## src/rtl/imem_loader.sv

```systemverilog
// imem_loader: fills an instruction memory from a byte stream.
// The stream carries a 16-bit big-endian word count, then the program words,
// each sent most-significant byte first. One memory write is issued per word,
// one cycle after the word's last byte is accepted.
//
// Handshake: a byte moves only in a cycle where in_valid and in_ready are both
// high at the rising edge. in_ready depends on the FSM state alone, never on
// in_valid, so the source may hold in_valid/in_data steady while in_ready is low.
module imem_loader #(
   parameter int DEPTH  = 65536,
   parameter int DATA_W = 32,
   localparam int ADDR_W = $clog2(DEPTH)
) (
   input  logic              clk,
   input  logic              reset,
   input  logic              start,
   input  logic              in_valid,
   input  logic [7:0]        in_data,
   output logic              in_ready,
   output logic              mem_we,
   output logic [ADDR_W-1:0] mem_addr,
   output logic [DATA_W-1:0] mem_wdata,
   output logic              busy,
   output logic              done,
   output logic              error,
   output logic [2:0]        dbg_state
);

   // Bytes per word, and a byte-counter width that stays legal when BPW == 1.
   localparam int BPW   = DATA_W / 8;
   localparam int BC_W  = (BPW > 1) ? $clog2(BPW) : 1;
   // Width used when comparing the 16-bit header count against word indices
   // and DEPTH; wide enough for both without truncation.
   localparam int CMP_W = (ADDR_W + 1 > 17) ? ADDR_W + 1 : 17;

   localparam logic [BC_W-1:0]  BYTE_LAST = BC_W'(BPW - 1);
   localparam logic [CMP_W-1:0] DEPTH_C   = CMP_W'(DEPTH);

   // FIN is the cycle carrying the final memory write; it keeps busy high
   // and leads straight to DONE so done rises as the last mem_we drops.
   typedef enum logic [2:0] {
      S_IDLE   = 3'd0,
      S_HDR_HI = 3'd1,
      S_HDR_LO = 3'd2,
      S_LOAD   = 3'd3,
      S_FIN    = 3'd4,
      S_DONE   = 3'd5,
      S_ERR    = 3'd6
   } state_t;

   state_t r_state;
   state_t w_next;

   logic [15:0]       r_count;   // header word count
   logic [BC_W-1:0]   r_byte;    // byte position within the current word
   logic [ADDR_W:0]   r_word;    // index of the word being assembled
   logic [DATA_W-1:0] r_shift;   // word under assembly, shifted in MSB-first
   logic              r_we;
   logic [ADDR_W-1:0] r_addr;
   logic [DATA_W-1:0] r_wdata;

   logic              w_in_ready;
   logic              w_busy;
   logic              w_done;
   logic              w_error;
   logic              w_accept;
   logic              w_start_load;
   logic              w_word_end;
   logic              w_last_word;
   logic [15:0]       w_hdr_count;
   logic [CMP_W-1:0]  w_hdr_cmp;
   logic [DATA_W+7:0] w_cat;
   logic [DATA_W-1:0] w_shift_next;

   // The full count as it will be once the low header byte is taken.
   assign w_hdr_count  = {r_count[15:8], in_data};
   assign w_hdr_cmp    = CMP_W'(w_hdr_count);

   // Shift the incoming byte in at the bottom; after BPW bytes the first
   // byte of the word sits in the top byte lane.
   assign w_cat        = {r_shift, in_data};
   assign w_shift_next = w_cat[DATA_W-1:0];

   assign w_accept     = in_valid && w_in_ready;
   assign w_word_end   = w_accept && (r_state == S_LOAD) && (r_byte == BYTE_LAST);
   assign w_last_word  = (CMP_W'(r_word) + CMP_W'(1)) == CMP_W'(r_count);

   // start is honoured only when no load is running; a start during a load is dropped.
   assign w_start_load = start &&
                         ((r_state == S_IDLE) || (r_state == S_DONE) || (r_state == S_ERR));

   // State register.
   always_ff @(posedge clk) begin
      if (reset) begin
         r_state <= S_IDLE;
      end else begin
         r_state <= w_next;
      end
   end

   // Next-state logic and state-decoded outputs.
   always_comb begin
      w_next     = r_state;
      w_in_ready = 1'b0;
      w_busy     = 1'b0;
      w_done     = 1'b0;
      w_error    = 1'b0;
      case (r_state)
         S_IDLE: begin
            if (start) begin
               w_next = S_HDR_HI;
            end
         end
         S_HDR_HI: begin
            w_in_ready = 1'b1;
            w_busy     = 1'b1;
            if (in_valid) begin
               w_next = S_HDR_LO;
            end
         end
         S_HDR_LO: begin
            w_in_ready = 1'b1;
            w_busy     = 1'b1;
            if (in_valid) begin
               if (w_hdr_count == 16'd0) begin
                  w_next = S_DONE;
               end else if (w_hdr_cmp > DEPTH_C) begin
                  w_next = S_ERR;
               end else begin
                  w_next = S_LOAD;
               end
            end
         end
         S_LOAD: begin
            w_in_ready = 1'b1;
            w_busy     = 1'b1;
            if (in_valid && (r_byte == BYTE_LAST) && w_last_word) begin
               w_next = S_FIN;
            end
         end
         S_FIN: begin
            w_busy = 1'b1;
            w_next = S_DONE;
         end
         S_DONE: begin
            w_done = 1'b1;
            if (start) begin
               w_next = S_HDR_HI;
            end
         end
         S_ERR: begin
            w_error = 1'b1;
            if (start) begin
               w_next = S_HDR_HI;
            end
         end
         default: begin
            w_next = S_IDLE;
         end
      endcase
   end

   // Header capture, byte/word counters, word assembly and the write port.
   always_ff @(posedge clk) begin
      if (reset) begin
         r_count <= '0;
         r_byte  <= '0;
         r_word  <= '0;
         r_shift <= '0;
         r_we    <= 1'b0;
         r_addr  <= '0;
         r_wdata <= '0;
      end else begin
         r_we <= 1'b0;
         if (w_start_load) begin
            r_count <= '0;
            r_byte  <= '0;
            r_word  <= '0;
         end
         if (w_accept && (r_state == S_HDR_HI)) begin
            r_count[15:8] <= in_data;
         end
         if (w_accept && (r_state == S_HDR_LO)) begin
            r_count <= w_hdr_count;
         end
         if (w_accept && (r_state == S_LOAD)) begin
            r_shift <= w_shift_next;
            if (w_word_end) begin
               r_byte  <= '0;
               r_word  <= r_word + 1'b1;
               r_we    <= 1'b1;
               r_addr  <= r_word[ADDR_W-1:0];
               r_wdata <= w_shift_next;
            end else begin
               r_byte <= r_byte + 1'b1;
            end
         end
      end
   end

   assign in_ready  = w_in_ready;
   assign busy      = w_busy;
   assign done      = w_done;
   assign error     = w_error;
   assign mem_we    = r_we;
   assign mem_addr  = r_addr;
   assign mem_wdata = r_wdata;
   assign dbg_state = r_state;

endmodule

```

## config.mk

```make
export PLATFORM = sky130hd
export DESIGN_NAME = imem_loader
export DESIGN_NICKNAME = d
export VERILOG_FILES = /design/src/rtl/imem_loader.sv
export SDC_FILE = /design/constraint.sdc
export NUM_CORES = 1
export LEC_CHECK = 0
export ABC_AREA = 1
export BUFFER_PORTS_ARGS = -buffer_cell sky130_fd_sc_hd__buf_2
export CORE_ASPECT_RATIO = 1.75
export CORE_UTILIZATION = 51
export DETAILED_ROUTE_END_ITERATION = 8
export PLACE_DENSITY = 0.75
export RECOVER_POWER = 100
export SLEW_MARGIN = 20
export SYNTH_ARGS = -nofsm -noshare
export SYNTH_HDL_FRONTEND = slang
export SYNTH_SLANG_ARGS = --single-unit
```

## constraint.sdc

```tcl
create_clock -name clk -period 1.6 [get_ports clk]
set_input_delay 0.24 -clock clk [delete_from_list [all_inputs] [get_ports clk]]
set_output_delay 0.24 -clock clk [all_outputs]
set_load 0.01 [all_outputs]
```

==> results of run 1 <==
## flip-flops by register name, summed over array words and instances, names as in the netlist
name	count
mem_addr	16
r_byte	2
mem_we	1
r_count	16
mem_wdata	32
r_shift	24
dbg_state	3
r_word	17
## final cells by class
class,count,area share [%]
Clock buffer,9,3.41
Clock inverter,7,1.14
Inverter,101,5.90
Multi-Input combinational cell,421,36.0
Sequential cell,111,33.9
Tap cell,120,2.27
Timing Repair Buffer,171,17.5
## cells in the final DEF, fill, tap and decap left out, drive strengths merged
master    count
a211oi        1
o22ai        21
inv         103
nor4          1
xnor3         1
xor2          1
ha            2
nor2         47
a211o         1
a21oi        39
nor3          8
buf         122
and2          1
nand4         7
o21ai        74
nand2       126
nand3        91
dfxtp       111
clkbuf       58
clkinv        4
clkinvlp      1
## per-layer routing
layer	part of all wire, %	vias up	track usage (%)
met3	4.2	52	5.06
met2	53	162	58.4
li1	-	2473	-
met4	5.4	0	20.7
met5	0	-	0
met1	37	2383	34.2
## power by group through the flow
stage               registers, mW  clock network [mW]  logic [mW]
finish                       3.01                2.25        1.95
global route                 3.02                2.38        2.10
CTS                          3.00                2.25        1.70
detailed placement           3.06                   0        1.47
global placement             3.05                   0        1.43
floorplan                    3.05                   0       0.797
## what timing repair did
item,4_1_cts,5_1_grt
gates resized for setup,42,62
gates cloned,1,0
buffers inserted,6,10
setup endpoints to repair,94,90
pin swaps,15,28
## cell families (layout without fill, tap and decap cells)
logic type	count (synthesis)	count (layout)	synth area share [%]
xor+xnor	2	2	0.650
fa+ha+maj	2	2	0.520
simple gates	281	281	27.0
flops	111	111	46.2
compound gates	136	136	14.9
buf+inv	131	288	10.8
## worst max-delay path by stage
stage / startpoint / endpoint / slack [ns] / cells after the start
2_1_floorplan: r_word[1] / dbg_state[1] / -0.02 / 16
3_3_place_gp: r_word[1] / dbg_state[1] / -0.28 / 16
3_5_place_dp: r_word[1] / dbg_state[1] / -0.33 / 16
4_1_cts: r_word[0] / dbg_state[1] / -0.31 / 16
5_1_grt: r_word[1] / dbg_state[1] / -0.49 / 15
6_report: r_word[1] / dbg_state[1] / -0.34 / 14
==> summary.md, run 1 <==
| Metric | Value |
|---|---|
| Status | complete, but fails checks |
| Violated checks | negative setup slack |
| First-pass GRT wire length | 23.5 mm |
| Logic pwr share | 27.0% |
| GRT Residual Overflow | 0 |
| Initial Util | 52.9% |
| Fin util | 72.7% |
| R2r worst-path depth | 14 |
| Filler cells | 759 |
| Setup violations, final | 24 |
| Worst Path Arrival | 2.20 ns |
| Power density cells | 1090 nW/µm² |
| Final hold vios | 0 |
| Worst-margin pin slew | 0.433 ns |
| Synthesized area per cell | 7.25 µm² |
| IO Pins | 68 |
| Syn Inst Count | 663 |
| Width of the die | 75.4 µm |
| Clk pin slew, worst setup/hold paths | 0.08 ns |
| Via count of the first global-routing pass | 4910 |
| HP Start | reset |
| Register area share after synthesis | 46.2% |
| Max Cap Viol | 0 |
| Net Sw Frac | 32.8% |
| Synthesis-to-finish area growth | 37.5% |
| CTS H-tree lvls | 3 |
| CTS tree | done |
| Critical-path top delay cell | dfxtp_4 |
| Hold slack | 0.0825 ns |
| Min-Delay Endpoint | mem_wdata[0] |
| Iteration-0 DRC Markers | 355 |
| Post-synth top area cell | dfxtp_1 |
| Post-route ant nets | 0 |
| Post-place instance area | 5900 µm² |
| Post-route DRC violation count | 0 |
| Placed Instances | 908 |
| Routed wire length | 15.3 mm |
| Main synth FF type | dfxtp_1 |
| Cell class contributing the biggest share of worst-path delay | simple AND/OR/NAND/NOR gates |
| Hold Path Stages | 2 |
| Gr usage total | 32.6% |
| Pin count of the biggest net entering global routing | 46 |
| Num rows | 46 |
| Crit path kind | reg2reg |
| Final std cells w/o fill | 940 |
| Share of cells above drive strength 1 | 27.8% |
| Register Area | 2240 µm² |
| Clock share of power | 31.2% |
| #FFs+latches synth | 111 |
| Count leader, synth | nand2_1 |
| CTS buffer count | 9 |
| Crit-path most repeated cell | nand2_2 |
| Fin. max-slew vios | 0 |
| Hpwl dp | 10.9 mm |
| Syn nets | 677 |
| First-pass DRT Iterations | 4 |
| YS warnings | 0 |
| Core Area | 9090 µm² |
| Setup TNS | -1.45 ns |
| Die Footprint | 9840 µm² |
| Final nets | 829 |
| CP bufs+invs | 2 |
| F_max | 515 MHz |
| CP endpoint kind | flip-flop |
| IO Port Bufs | 67 |
| Routed length per instance | 16.3 µm |
| Area contributors post-synth | dfxtp_1 46%, nand2_1 9.5%, nand3_1 9.4% |
| Diodes inserted | 0 |
| Internal power | 4.84 mW |
| Post-synth EDFFs | 0 |
| Lkg Pwr | 2.80 nW |
| Pre-CTS setup slack | -0.333 ns |
| Asr flop ratio synth | 0% |
| RD Place Congestion | 0.948 |
| Total Power | 7.20 mW |
| Root buffer cell | clkbuf_16 |
| Worst-case clock buffer depth | 2 |
| Reg2reg setup slack | -0.34 ns |
| Post-Syn Area | 4810 µm² |
| R2r startpoint | r_word[1] |
| Sequential Power Share | 41.8% |
| Crit path launch type | flip-flop |
| Vias per inst | 5.39 |
| Multi-input logic area | 2380 µm² |
| Slowest stage delay, CP | 0.38 ns |
| Worst skew pair latency | 0.36 ns |
| HP Class | in2reg |
| Cell area after layout | 6610 µm² |
| Final Skew | 0.00799 ns |
| Rel. slew slack | 70.8% |
| CTS sink cnt | 111 |
| Hold_buf cts | 0 |
| Max FO, Critical Path | 6 |
| Antenna violations before repair | 0 |
| Crit Reg-Reg Endpoint | dbg_state[1] |
| Worst-path cell chain | ha_4 -> nand2_4 -> nor2_8 -> nand4_1 -> nand3_2 -> nand2_2 -> inv_2 -> nand2_2 -> nor2_2 -> nand3_2 -> nand2_4 -> nand2_2 -> o21ai_2 -> inv_1 |
| Die Y | 130 µm |
| Tcrit/Tclk final | 121% |
| Commonest cells post-synth | 122 x nand2_1, 111 x dfxtp_1, 94 x inv_1 |
| Worst Path Required | 1.86 ns |
| Worst VDD drop | 0.947 mV |
| Final worst slack | -0.341 ns |
| Switching power of the nets | 2.36 mW |
| Area share of the largest cell type after synthesis | 46.2% |
| Vias | 5070 |
| RSZ-0062 raised after global routing | true |
| Library cells used by synthesis | 31 |
| Min cycle time layout | 1.94 ns |
No activity file was read; power rests on OpenSTA's default activity.
==> inputs of run 2 (changes only) <==
--- a/config.mk
+++ b/config.mk
@@ -8,9 +8,9 @@
 export ABC_AREA = 1
 export BUFFER_PORTS_ARGS = -buffer_cell sky130_fd_sc_hd__buf_2
 export CORE_ASPECT_RATIO = 1.75
-export CORE_UTILIZATION = 51
+export CORE_UTILIZATION = 36
 export DETAILED_ROUTE_END_ITERATION = 8
-export PLACE_DENSITY = 0.75
+export GPL_TIMING_DRIVEN = 0
 export RECOVER_POWER = 100
 export SLEW_MARGIN = 20
 export SYNTH_ARGS = -nofsm -noshare
==> run 2 against run 1 <==
  * The flow still finishes with violations (negative setup slack)
  * Utilization shrank 25 points
  * Via count shrank 2.3%
  * Critical path type unchanged
  * Maximum frequency shrank 4.6%
  * Sequential power is essentially flat
  * Cell count grew 0.74%
==> summary.md, run 2 (same netlist as run 1, synthesis figures left out) <==
| Metric | Value |
|---|---|
| Status | complete, but fails checks |
| Violated checks | negative setup slack |
| First-pass DRT Iterations | 5 (+1) |
| Post-route ant nets | 0 (unchanged) |
| Internal power | 4.74 mW (-2.2%) |
| F_max | 491 MHz (-4.6%) |
| Fin. max-slew vios | 0 (unchanged) |
| Synthesis-to-finish area growth | 29.5% |
| Commonest non-fill, non-tap cell in the layout | nand2_1 |
| Worst Path Required | 1.88 ns (+0.02 ns) |
| Pre-CTS setup slack | -0.620 ns (-0.287 ns) |
| Cell area after layout | 6230 µm² (-5.8%) |
| Antenna violations before repair | 0 (unchanged) |
| Max reg flops | 32 (unchanged) |
| CTS buffer count | 9 (unchanged) |
| Core Area | 13000 µm² (+43%) |
| Hold_buf cts | 0 (unchanged) |
| Vias | 4952 (-2.3%) |
| Worst Path Arrival | 2.32 ns (+0.12 ns) |
| First-pass GRT wire length | 23.7 mm (+0.59%) |
| Worst VDD drop | 0.474 mV (-50%) |
| Setup violations, final | 82 (+240%) |
| Share of cells above drive strength 1 | 22.4% (-5.4 points) |
| Max FO, Critical Path | 7 (+1) |
| CP endpoint kind | flip-flop |
| Slowest stage delay, CP | 0.38 ns (about the same) |
| CTS tree | done |
| IO Pins | 68 (unchanged) |
| Pin count of the biggest net entering global routing | 19 (-59%) |
| Routed length per instance | 16.4 µm (+0.72%) |
| Cell class contributing the biggest share of worst-path delay | simple AND/OR/NAND/NOR gates |
| Power density cells | 1120 nW/µm² (+3.1%) |
| Lkg Pwr | 2.57 nW (-8.4%) |
| Num rows | 55 (+20%) |
| Hold slack | 0.183 ns (+0.100 ns) |
| Worst skew pair latency | 0.36 ns (about the same) |
| Routed wire length | 15.5 mm (+1.5%) |
| GRT Residual Overflow | 0 (unchanged) |
| Vias per inst | 5.23 (-3.0%) |
| Iteration-0 DRC Markers | 277 (-22%) |
| Worst-margin pin slew | 0.552 ns (+0.118 ns) |
| CTS H-tree lvls | 3 (unchanged) |
| Die Y | 155 µm (+19%) |
| Commonest cells after routing, fill and taps aside | 111 x nand2_1, 103 x dfxtp_1, 84 x inv_1, 84 x nand3_1, 54 x clkbuf_1 |
| Gr usage total | 23.0% (-9.6 points) |
| Clock share of power | 31.2% (about the same) |
| Max Cap Viol | 0 (unchanged) |
| Min cycle time layout | 2.04 ns (+0.0935 ns) |
| Final Skew | 0.00635 ns (-0.00165 ns) |
| CP bufs+invs | 1 (-1) |
| RSZ-0062 raised after global routing | true |
| Tcrit/Tclk final | 127% (+5.8 points) |
| Post-route DRC violation count | 0 (unchanged) |
| Diodes inserted | 0 (unchanged) |
| Crit-path most repeated cell | nand2_2 |
| Crit path kind | reg2reg |
| Worst-case clock buffer depth | 2 (unchanged) |
| Via count of the first global-routing pass | 4727 (-3.7%) |
| Root buffer cell | clkbuf_16 |
| Final hold vios | 0 (unchanged) |
| Fin util | 47.9% (-25 points) |
| Logic pwr share | 25.7% (-1.3 points) |
| Rel. slew slack | 63.2% (-7.6 points) |
| IO Port Bufs | 66 (-1.5%) |
| Crit path launch type | flip-flop |
| Final nets | 785 (-5.3%) |
| CTS sink cnt | 111 (unchanged) |
| RD Place Congestion | 0.908 (-4.1%) |
| Switching power of the nets | 2.26 mW (-4.4%) |
| Final worst slack | -0.435 ns (-0.0935 ns) |
| HP Class | in2reg |
| Post-place instance area | 5400 µm² (-8.5%) |
| Sequential Power Share | 43.1% (+1.3 points) |
| Net Sw Frac | 32.3% (-0.51 points) |
| Initial Util | 37.0% (-16 points) |
| Clk pin slew, worst setup/hold paths | 0.07 ns (about the same) |
| Hpwl dp | 11.3 mm (+3.8%) |
| Width of the die | 89.4 µm (+19%) |
| Worst-path cell chain | ha_4 -> nand2_4 -> nor2_8 -> nand2_2 -> nand2_2 -> nand2_2 -> nand2_1 -> nand2_1 -> nor2_2 -> nand2_1 -> nor2_2 -> nand3_1 -> nand2_2 -> buf_4 -> nand3_2 -> a21oi_2 |
| Die Footprint | 13800 µm² (+41%) |
| Critical-path top delay cell | dfxtp_4 |
run 2: changes by cell type in the layout (fill, tap and decap cells not counted), sizes merged:
| cell | change |
|---|---|
| clkbuf | +17 |
| clkinv | +1 |
| buf | -60 |
| inv | -2 |
run 2: what timing repair did:
| action | 4_1_cts | 5_1_grt |
|---|---|---|
| cloned | 0 | 1 |
| pin swaps | 10 | 14 |
| resized for setup | 47 | 86 |
| setup endpoints to repair | 112 | 104 |
| buffers inserted | 16 | 17 |
run 2: worst paths after layout:
check                  end         from  slack [ns]  cells after the start
max           dbg_state[2]    r_word[0]       -0.44                     16
min             r_shift[0]   in_data[0]        0.18                      3
max reg2reg   dbg_state[2]    r_word[0]       -0.44                     16
min reg2reg  mem_wdata[27]  r_shift[19]        0.44                      2
run 2: tightest hold or removal path: stages:
cell     delay (ns)
buf_2          0.13
nand2_1        0.07
a21oi_1        0.05
run 2: area by class of cell:
class,instances,area [µm²]
fill,1317,6780
tap,171,214
sequential,111,2240
timing repair buffer,99,573
multi-input combinational,421,2310
buffer,28,196
inverter,101,407
clock inverter,6,43.8
clock buffer,10,239
run 2: power by group through the flow:
| stage | Sequential (mW) | Combinational, mW | Clock, mW |
|---|---|---|---|
| after CTS | 3.01 | 1.37 | 2.21 |
| after detailed placement | 3.06 | 1.17 | 0 |
| final | 3.02 | 1.80 | 2.18 |
| after global placement | 3.06 | 1.14 | 0 |
| after global routing | 3.03 | 1.92 | 2.34 |
| after floorplan | 3.05 | 0.797 | 0 |
run 2: stage by stage:
step	total power [mW]	TNS [ns]	instances
floorplan	3.85	-0.0246	663
global placement	4.20	-21.71	900
detailed placement	4.23	-25.71	900
CTS	6.59	-1.44	930
global route	7.29	-11.76	947
finish	6.99	-4.87	947
run 2: routing by layer:
layer,share of wire [%],global-route usage (%),vias up
met5,0,0,-
met4,6.8,15.4,0
met3,4.1,4.03,54
met2,54,42.0,157
met1,35,22.8,2348
li1,-,-,2393
